$ cat src/rtl/debounce_pkg.sv
// Shared types and default timing for the multi-channel key debouncer.
package debounce_pkg;

  // Per-channel debounce FSM states
  typedef enum logic [1:0] {
    IDLE    = 2'd0,
    P_WAIT  = 2'd1,
    PRESSED = 2'd2,
    R_WAIT  = 2'd3
  } deb_state_t;

  // Default timing at a 1 kHz sample clock
  localparam int DEF_N             = 4;
  localparam int DEF_DEB_CYCLES    = 20;    // 20 ms of stable level to accept an edge
  localparam int DEF_LONG_CYCLES   = 1000;  // 1 s hold before the long-press pulse
  localparam int DEF_REPEAT_CYCLES = 200;   // auto-repeat period after a long press

endpackage

$ cat src/rtl/debounce_chan.sv
// One debounce channel: 2-flop synchroniser, stability counter, hold counter and
// 4-state FSM for an active-low key. Optional auto-repeat is built only when
// DEBOUNCE_REPEAT_EN is defined; otherwise repeat_pulse is constant 0.
module debounce_chan
  import debounce_pkg::*;
#(
  parameter int DEB_CYCLES    = DEF_DEB_CYCLES,
  parameter int LONG_CYCLES   = DEF_LONG_CYCLES,
  parameter int REPEAT_CYCLES = DEF_REPEAT_CYCLES
) (
  input  logic clk,
  input  logic rst_n,
  input  logic key,
  output logic key_state,
  output logic press_pulse,
  output logic release_pulse,
  output logic long_pulse,
  output logic repeat_pulse
);

  localparam int DW = $clog2(DEB_CYCLES + 1);
  localparam int HW = $clog2(LONG_CYCLES + 1);
  localparam logic [DW-1:0] DEB_LAST = DW'(DEB_CYCLES - 1);
  localparam logic [HW-1:0] HOLD_MAX = HW'(LONG_CYCLES);

  // Catch timing parameters that would make the counters meaningless
  if (DEB_CYCLES < 2 || LONG_CYCLES < 1 || REPEAT_CYCLES < 1) begin : g_param_check
    $error("debounce_chan: DEB_CYCLES>=2, LONG_CYCLES>=1, REPEAT_CYCLES>=1 required");
  end

  logic [1:0]    sync_reg;
  logic          ks;
  deb_state_t    state_reg, state_next;
  logic [DW-1:0] dcnt_reg, dcnt_next;
  logic [HW-1:0] hcnt_reg, hcnt_next;
  logic          level_reg, level_next;
  logic          press_reg, press_next;
  logic          release_reg, release_next;
  logic          long_reg, long_next;

  assign ks = sync_reg[1];

  // Synchroniser: idles high so a released key looks released straight out of reset
  always_ff @(posedge clk or negedge rst_n) begin
    if (!rst_n) sync_reg <= 2'b11;
    else        sync_reg <= {sync_reg[0], key};
  end

  // FSM, counter and output registers
  always_ff @(posedge clk or negedge rst_n) begin
    if (!rst_n) begin
      state_reg   <= IDLE;
      dcnt_reg    <= '0;
      hcnt_reg    <= '0;
      level_reg   <= 1'b0;
      press_reg   <= 1'b0;
      release_reg <= 1'b0;
      long_reg    <= 1'b0;
    end else begin
      state_reg   <= state_next;
      dcnt_reg    <= dcnt_next;
      hcnt_reg    <= hcnt_next;
      level_reg   <= level_next;
      press_reg   <= press_next;
      release_reg <= release_next;
      long_reg    <= long_next;
    end
  end

  // Next-state logic: an edge is accepted after DEB_CYCLES consecutive equal samples
  always_comb begin
    state_next   = state_reg;
    dcnt_next    = dcnt_reg;
    hcnt_next    = hcnt_reg;
    level_next   = level_reg;
    press_next   = 1'b0;
    release_next = 1'b0;
    long_next    = 1'b0;
    case (state_reg)
      IDLE: begin
        if (!ks) begin
          state_next = P_WAIT;
          dcnt_next  = DW'(1);
        end
      end
      P_WAIT: begin
        if (ks) begin
          state_next = IDLE;
          dcnt_next  = '0;
        end else if (dcnt_reg == DEB_LAST) begin
          state_next = PRESSED;
          dcnt_next  = '0;
          hcnt_next  = '0;
          level_next = 1'b1;
          press_next = 1'b1;
        end else begin
          dcnt_next = dcnt_reg + 1'b1;
        end
      end
      PRESSED: begin
        if (ks) begin
          state_next = R_WAIT;
          dcnt_next  = DW'(1);
        end else if (hcnt_reg != HOLD_MAX) begin
          // Saturating hold counter; the long pulse fires only on the step that reaches max
          hcnt_next = hcnt_reg + 1'b1;
          long_next = (hcnt_next == HOLD_MAX);
        end
      end
      R_WAIT: begin
        if (!ks) begin
          // Bounce during release: resume the same press, hold time preserved
          state_next = PRESSED;
          dcnt_next  = '0;
        end else if (dcnt_reg == DEB_LAST) begin
          state_next   = IDLE;
          dcnt_next    = '0;
          level_next   = 1'b0;
          release_next = 1'b1;
        end else begin
          dcnt_next = dcnt_reg + 1'b1;
        end
      end
      default: state_next = IDLE;
    endcase
  end

  assign key_state     = level_reg;
  assign press_pulse   = press_reg;
  assign release_pulse = release_reg;
  assign long_pulse    = long_reg;

`ifdef DEBOUNCE_REPEAT_EN
  localparam int RW = $clog2(REPEAT_CYCLES + 1);
  localparam logic [RW-1:0] REP_LAST = RW'(REPEAT_CYCLES - 1);

  logic [RW-1:0] rcnt_reg, rcnt_next;
  logic          repeat_reg, repeat_next;

  // Auto-repeat timer: runs only while held in PRESSED after the long press has fired
  always_comb begin
    rcnt_next   = rcnt_reg;
    repeat_next = 1'b0;
    if (state_reg == P_WAIT && state_next == PRESSED) begin
      rcnt_next = '0;
    end else if (state_reg == PRESSED && !ks && hcnt_reg == HOLD_MAX) begin
      if (rcnt_reg == REP_LAST) begin
        rcnt_next   = '0;
        repeat_next = 1'b1;
      end else begin
        rcnt_next = rcnt_reg + 1'b1;
      end
    end
  end

  // Auto-repeat registers
  always_ff @(posedge clk or negedge rst_n) begin
    if (!rst_n) begin
      rcnt_reg   <= '0;
      repeat_reg <= 1'b0;
    end else begin
      rcnt_reg   <= rcnt_next;
      repeat_reg <= repeat_next;
    end
  end

  assign repeat_pulse = repeat_reg;
`else
  assign repeat_pulse = 1'b0;
`endif

endmodule

$ cat src/rtl/key_debounce_multi.sv
// N-channel debouncer for active-low push keys. Each channel is an independent
// debounce_chan; this level only fans keys out and concatenates the results.
// Optional auto-repeat is enabled by defining DEBOUNCE_REPEAT_EN.
module key_debounce_multi
  import debounce_pkg::*;
#(
  parameter int N             = DEF_N,
  parameter int DEB_CYCLES    = DEF_DEB_CYCLES,
  parameter int LONG_CYCLES   = DEF_LONG_CYCLES,
  parameter int REPEAT_CYCLES = DEF_REPEAT_CYCLES
) (
  input  logic         clk,
  input  logic         rst_n,
  input  logic [N-1:0] key,
  output logic [N-1:0] key_state,
  output logic [N-1:0] press_pulse,
  output logic [N-1:0] release_pulse,
  output logic [N-1:0] long_pulse,
  output logic [N-1:0] repeat_pulse
);

  // One independent debouncer per key pin
  for (genvar gi = 0; gi < N; gi++) begin : g_chan
    debounce_chan #(
      .DEB_CYCLES    (DEB_CYCLES),
      .LONG_CYCLES   (LONG_CYCLES),
      .REPEAT_CYCLES (REPEAT_CYCLES)
    ) u_chan (
      .clk           (clk),
      .rst_n         (rst_n),
      .key           (key[gi]),
      .key_state     (key_state[gi]),
      .press_pulse   (press_pulse[gi]),
      .release_pulse (release_pulse[gi]),
      .long_pulse    (long_pulse[gi]),
      .repeat_pulse  (repeat_pulse[gi])
    );
  end

endmodule

$ cat config.mk
export PLATFORM = sky130hd
export DESIGN_NAME = key_debounce_multi
export DESIGN_NICKNAME = d
export VERILOG_FILES = /design/src/rtl/debounce_pkg.sv /design/src/rtl/debounce_chan.sv /design/src/rtl/key_debounce_multi.sv
export SDC_FILE = /design/constraint.sdc
export NUM_CORES = 1
export LEC_CHECK = 0
export ABC_CLOCK_PERIOD_IN_PS = 1900
export CAP_MARGIN = 20
export CORE_MARGIN = 2
export CORE_UTILIZATION = 55
export DETAILED_ROUTE_END_ITERATION = 10
export PLACE_DENSITY = 0.86
export RECOVER_POWER = 25
export SYNTH_ARGS = -nofsm -noshare
export SYNTH_HDL_FRONTEND = slang
export SYNTH_SLANG_ARGS = --single-unit
$ cat constraint.sdc
create_clock -name clk -period 1.9 [get_ports clk]
set_clock_uncertainty 0.1 [all_clocks]
set_input_delay 0.19 -clock clk [delete_from_list [all_inputs] [get_ports clk]]
set_output_delay 0.19 -clock clk [all_outputs]
set_load 0.01 [all_outputs]
==> metrics.md <==
| Metric | Value |
|---|---|
| Main synth FF type | dfrtp_1 |
| P&R area growth vs syn | 18.6% |
| Layout cells sized above 1 | 0.205 |
| DIE AREA | between 10000 and 15000 um^2 |
| Critical path's top delay family | simple AND/OR/NAND/NOR gates |
| Levels on crit path | 6 |
| Slowest stage delay, CP | 510 ps |
| CP Capture Type | flop |
| Placer congestion estimate | between 0.8 and 0.9 |
| CTS tree | yes |
| Register bit total from synthesis | a little over 90 |
| CP max FO | 3 |
| Post-Synth Simple-Gate Area | 0.231 |
| Worst r2r path cells | 6 |
| Tcrit/Tclk final | 1.03 |
| Post-synthesis xor/xnor area fraction | 0.0337 |
| Slew headroom | 0.603 |
| Worst skew pair latency | between 300 and 400 ps |
| H-Tree Depth | 3 |
| Synth cell types | between 50 and 60 |
| Fillcell total | between 700 and 800 |
| Post-Syn Area | 5200 um^2 |
| Clk pin slew, worst setup/hold paths | around 80 ps |
| Setup TNS | -63.2 ps |
| Final min period | ~2000 ps |
| Vias in the first global route | between 4000 and 5000 |
| Cell area after layout | around 6200 um^2 |
| Max reg flops | 40 |
| Crit path kind | flop to flop |
| ANT cells | 0 |
| FMAX | between 500 and 600 MHz |
| Area leader, netlist | dfrtp_1 |
| Via count | 4500 |
| FFs w/ async S/R, synth | 1.00 |
| Clock sinks | 92 |
| Leakage | about 2.6 nW |
| Crit start category | flop |
| FP Rows | 35 |
| CP required | about 2100 ps |
| Hold crit path type | input pin to asynchronous set/reset pin |
| Die Width | between 100 and 150 um |
| Max clock buf depth | 2 |
| Post-synthesis adder-cell area fraction | 0.0385 |
| Total GRT Usage | 0.224 |
| Via-to-Cell Ratio | between 5 and 6 |
| DR DRC count | 0 |
| Max_cap viols | 0 |
| Commonest non-fill, non-tap cell in the layout | dfrtp_1 |
| Max Transition Viols Final | 0 |
| Hold Fails Final Rpt | 0 |
| Core Area | 9200 um^2 |
| # setup viols final | 1 |
| Initial antenna violation count | 0 |
| Fin nets | 662 |
| Root buffer cell | clkbuf_8 |
| Number of synthesized flops with an enable pin | 0 |
| Port Buf Inserts | 21 |
| Largest net degree at the start of global routing | between 40 and 50 |
| Ports | 26 |
| Global route overflow | 0 |
| Status | finished, violations left |
| Failing checks | setup timing |
| Worst Tran Pin Value | approximately 590 ps |
| Mapped Cells | 582 |
| Post-route setup slack | -63.2 ps |
| Routed Antenna Nets | 0 |
| Crit-path cells | ha_2 -> nand4bb_1 -> or4b_4 -> o311a_4 -> or4_1 -> nand2_1 |
| Non-Filler Instances | about 760 |
| Post-Place Setup Slack | -156 ps |
| Synth area leaders | dfrtp_1 (40%), nand2_1 (5.8%), o21ai_0 (5.7%), dfstp_2 (4.0%), ha_1 (3.8%) |
| Yosys top cell area share | 0.404 |
| Final WL | 11300 um |
| Worst VDD drop | approximately 0.32 mV |
| Pwr per Cell Area | about 560 nW/um^2 |
| Multiplexer area fraction after synthesis | 0.0123 |
| Slowest cell on the critical path | or4b_4 |
| Commonest cells after routing, fill and taps aside | dfrtp_1 (82), nand2_1 (79), buf_4 (66) |
| Main combinational cell family by area after synthesis | simple AND/OR/NAND/NOR gates |
| Avg WL per Cell | ~15 um |
| Drt pass-1 iters | 5 |
| Yosys warning total | 0 |
| Unrepaired setup endpoints after global routing | true |
| Iteration-0 DRC Markers | 250 |
| Global-route wire length before repair | roughly 19000 um |
| Die Height | about 100 um |
| CP bufs+invs | 0 |
| Seq/Total Area, Yosys | 0.444 |
| Initial Util | 0.566 |
| Worst EP arrival | roughly 2200 ps |
| Placed Cells incl. Taps | 729 |
| Post-detail-place hpwl | 7750 um |
| Syn Area/Cell | around 8.9 um^2 |
| Placed cell area | about 5700 um^2 |
| Synth Area in Compound Gates | 0.170 |
| Num CTS Buffers | 9 |
## kinds of logic after synthesis
kind of cell | count (synthesis)
AO/OA/AOI/OAI | 144
XOR/XNOR | 20
adder cells (fa/ha/maj) | 16
buffers and inverters | 65
flip-flops | 92
multiplexers | 6
other | 1
AND/OR/NAND/NOR | 238
## where the power goes
| group | switching, W | internal [W] | leakage, nW |
|---|---|---|---|
| Combinational | 0.000127 | 0.000111 | 1.28 |
| Sequential | 0.0000458 | 0.00201 | 1.22 |
| Clock | 0.000650 | 0.000505 | 0.0795 |
| Total | 0.000823 | 0.00262 | 2.58 |
## through the flow
stage | util | total power, W | hold slack, ps
5_1_grt | 0.671 | 0.00361 | 181
3_3_place_gp | 0.622 | 0.00228 | 9.51
6_report | 0.671 | 0.00344 | 172
3_5_place_dp | 0.622 | 0.00230 | 13.9
2_1_floorplan | - | 0.00219 | -206
4_1_cts | 0.649 | 0.00345 | 122
## cell type report
| cell class | instances | area (um^2) | share of cell area |
|---|---|---|---|
| tap | 111 | 139 | 0.0225 |
| clock buffer | 13 | 149 | 0.0241 |
| multi-input combinational | 429 | 2750 | 0.446 |
| inverter | 18 | 67.6 | 0.0109 |
| timing repair buffer | 90 | 739 | 0.120 |
| sequential | 92 | 2310 | 0.375 |
| clock inverter | 2 | 12.5 | 0.00203 |
## metal layers
layer	up-vias	GRT usage	wire (um)
li1	2160	-	-
met1	2196	0.281	4850
met2	133	0.392	5930
met3	11	0.0421	422
met4	0	0.0686	132
met5	-	0	0
## path summary, 6_finish.rpt
| path | slack, ps | endpoint | startpoint |
|---|---|---|---|
| min in group clk | 260 | g_chan[0].u_chan.sync_reg[1] | g_chan[0].u_chan.sync_reg[0] |
| min reg2reg | 260 | g_chan[0].u_chan.sync_reg[1] | g_chan[0].u_chan.sync_reg[0] |
| max reg2reg | -60 | g_chan[2].u_chan.hcnt_reg[6] | g_chan[2].u_chan.dcnt_reg[0] |
| max | -60 | g_chan[2].u_chan.hcnt_reg[6] | g_chan[2].u_chan.dcnt_reg[0] |
| max in group asynchronous | 600 | g_chan[2].u_chan.key_state | rst_n |
| min | 170 | g_chan[0].u_chan.hcnt_reg[8] | rst_n |
## synth_stat cells, drive strengths merged, types with 4 or more instances
cell,number
nand4,14
a31oi,7
a21oi,20
dfrtp,84
nor3,9
clkbuf,17
nor2b,6
a22oi,4
ha,16
and2,10
o41ai,5
o21ai,59
buf,30
o31ai,14
nand4b,4
xor2,8
inv,18
nand3,24
nand3b,8
o21a,9
o22ai,14
and3,7
nand2b,6
xnor2,12
dfstp,8
nand2,81
nor2,46
## worst reg2reg max path, stage by stage, from the launching register on
cell	delay, ps
dfrtp_1	360
ha_2	180
nand4bb_1	120
or4b_4	510
o311a_4	150
or4_1	410
nand2_1	70
## repair_timing
| action | CTS | global route |
|---|---|---|
| hold buffers | 1 | 0 |
| gates resized for setup | 14 | 38 |
| setup buffers | 2 | 7 |
| hold endpoints to repair | 65 | 0 |
| pin swaps | 2 | 10 |
| gates cloned | 0 | 1 |
| setup endpoints to repair | 23 | 35 |
Power figures use the tool's default switching activity.
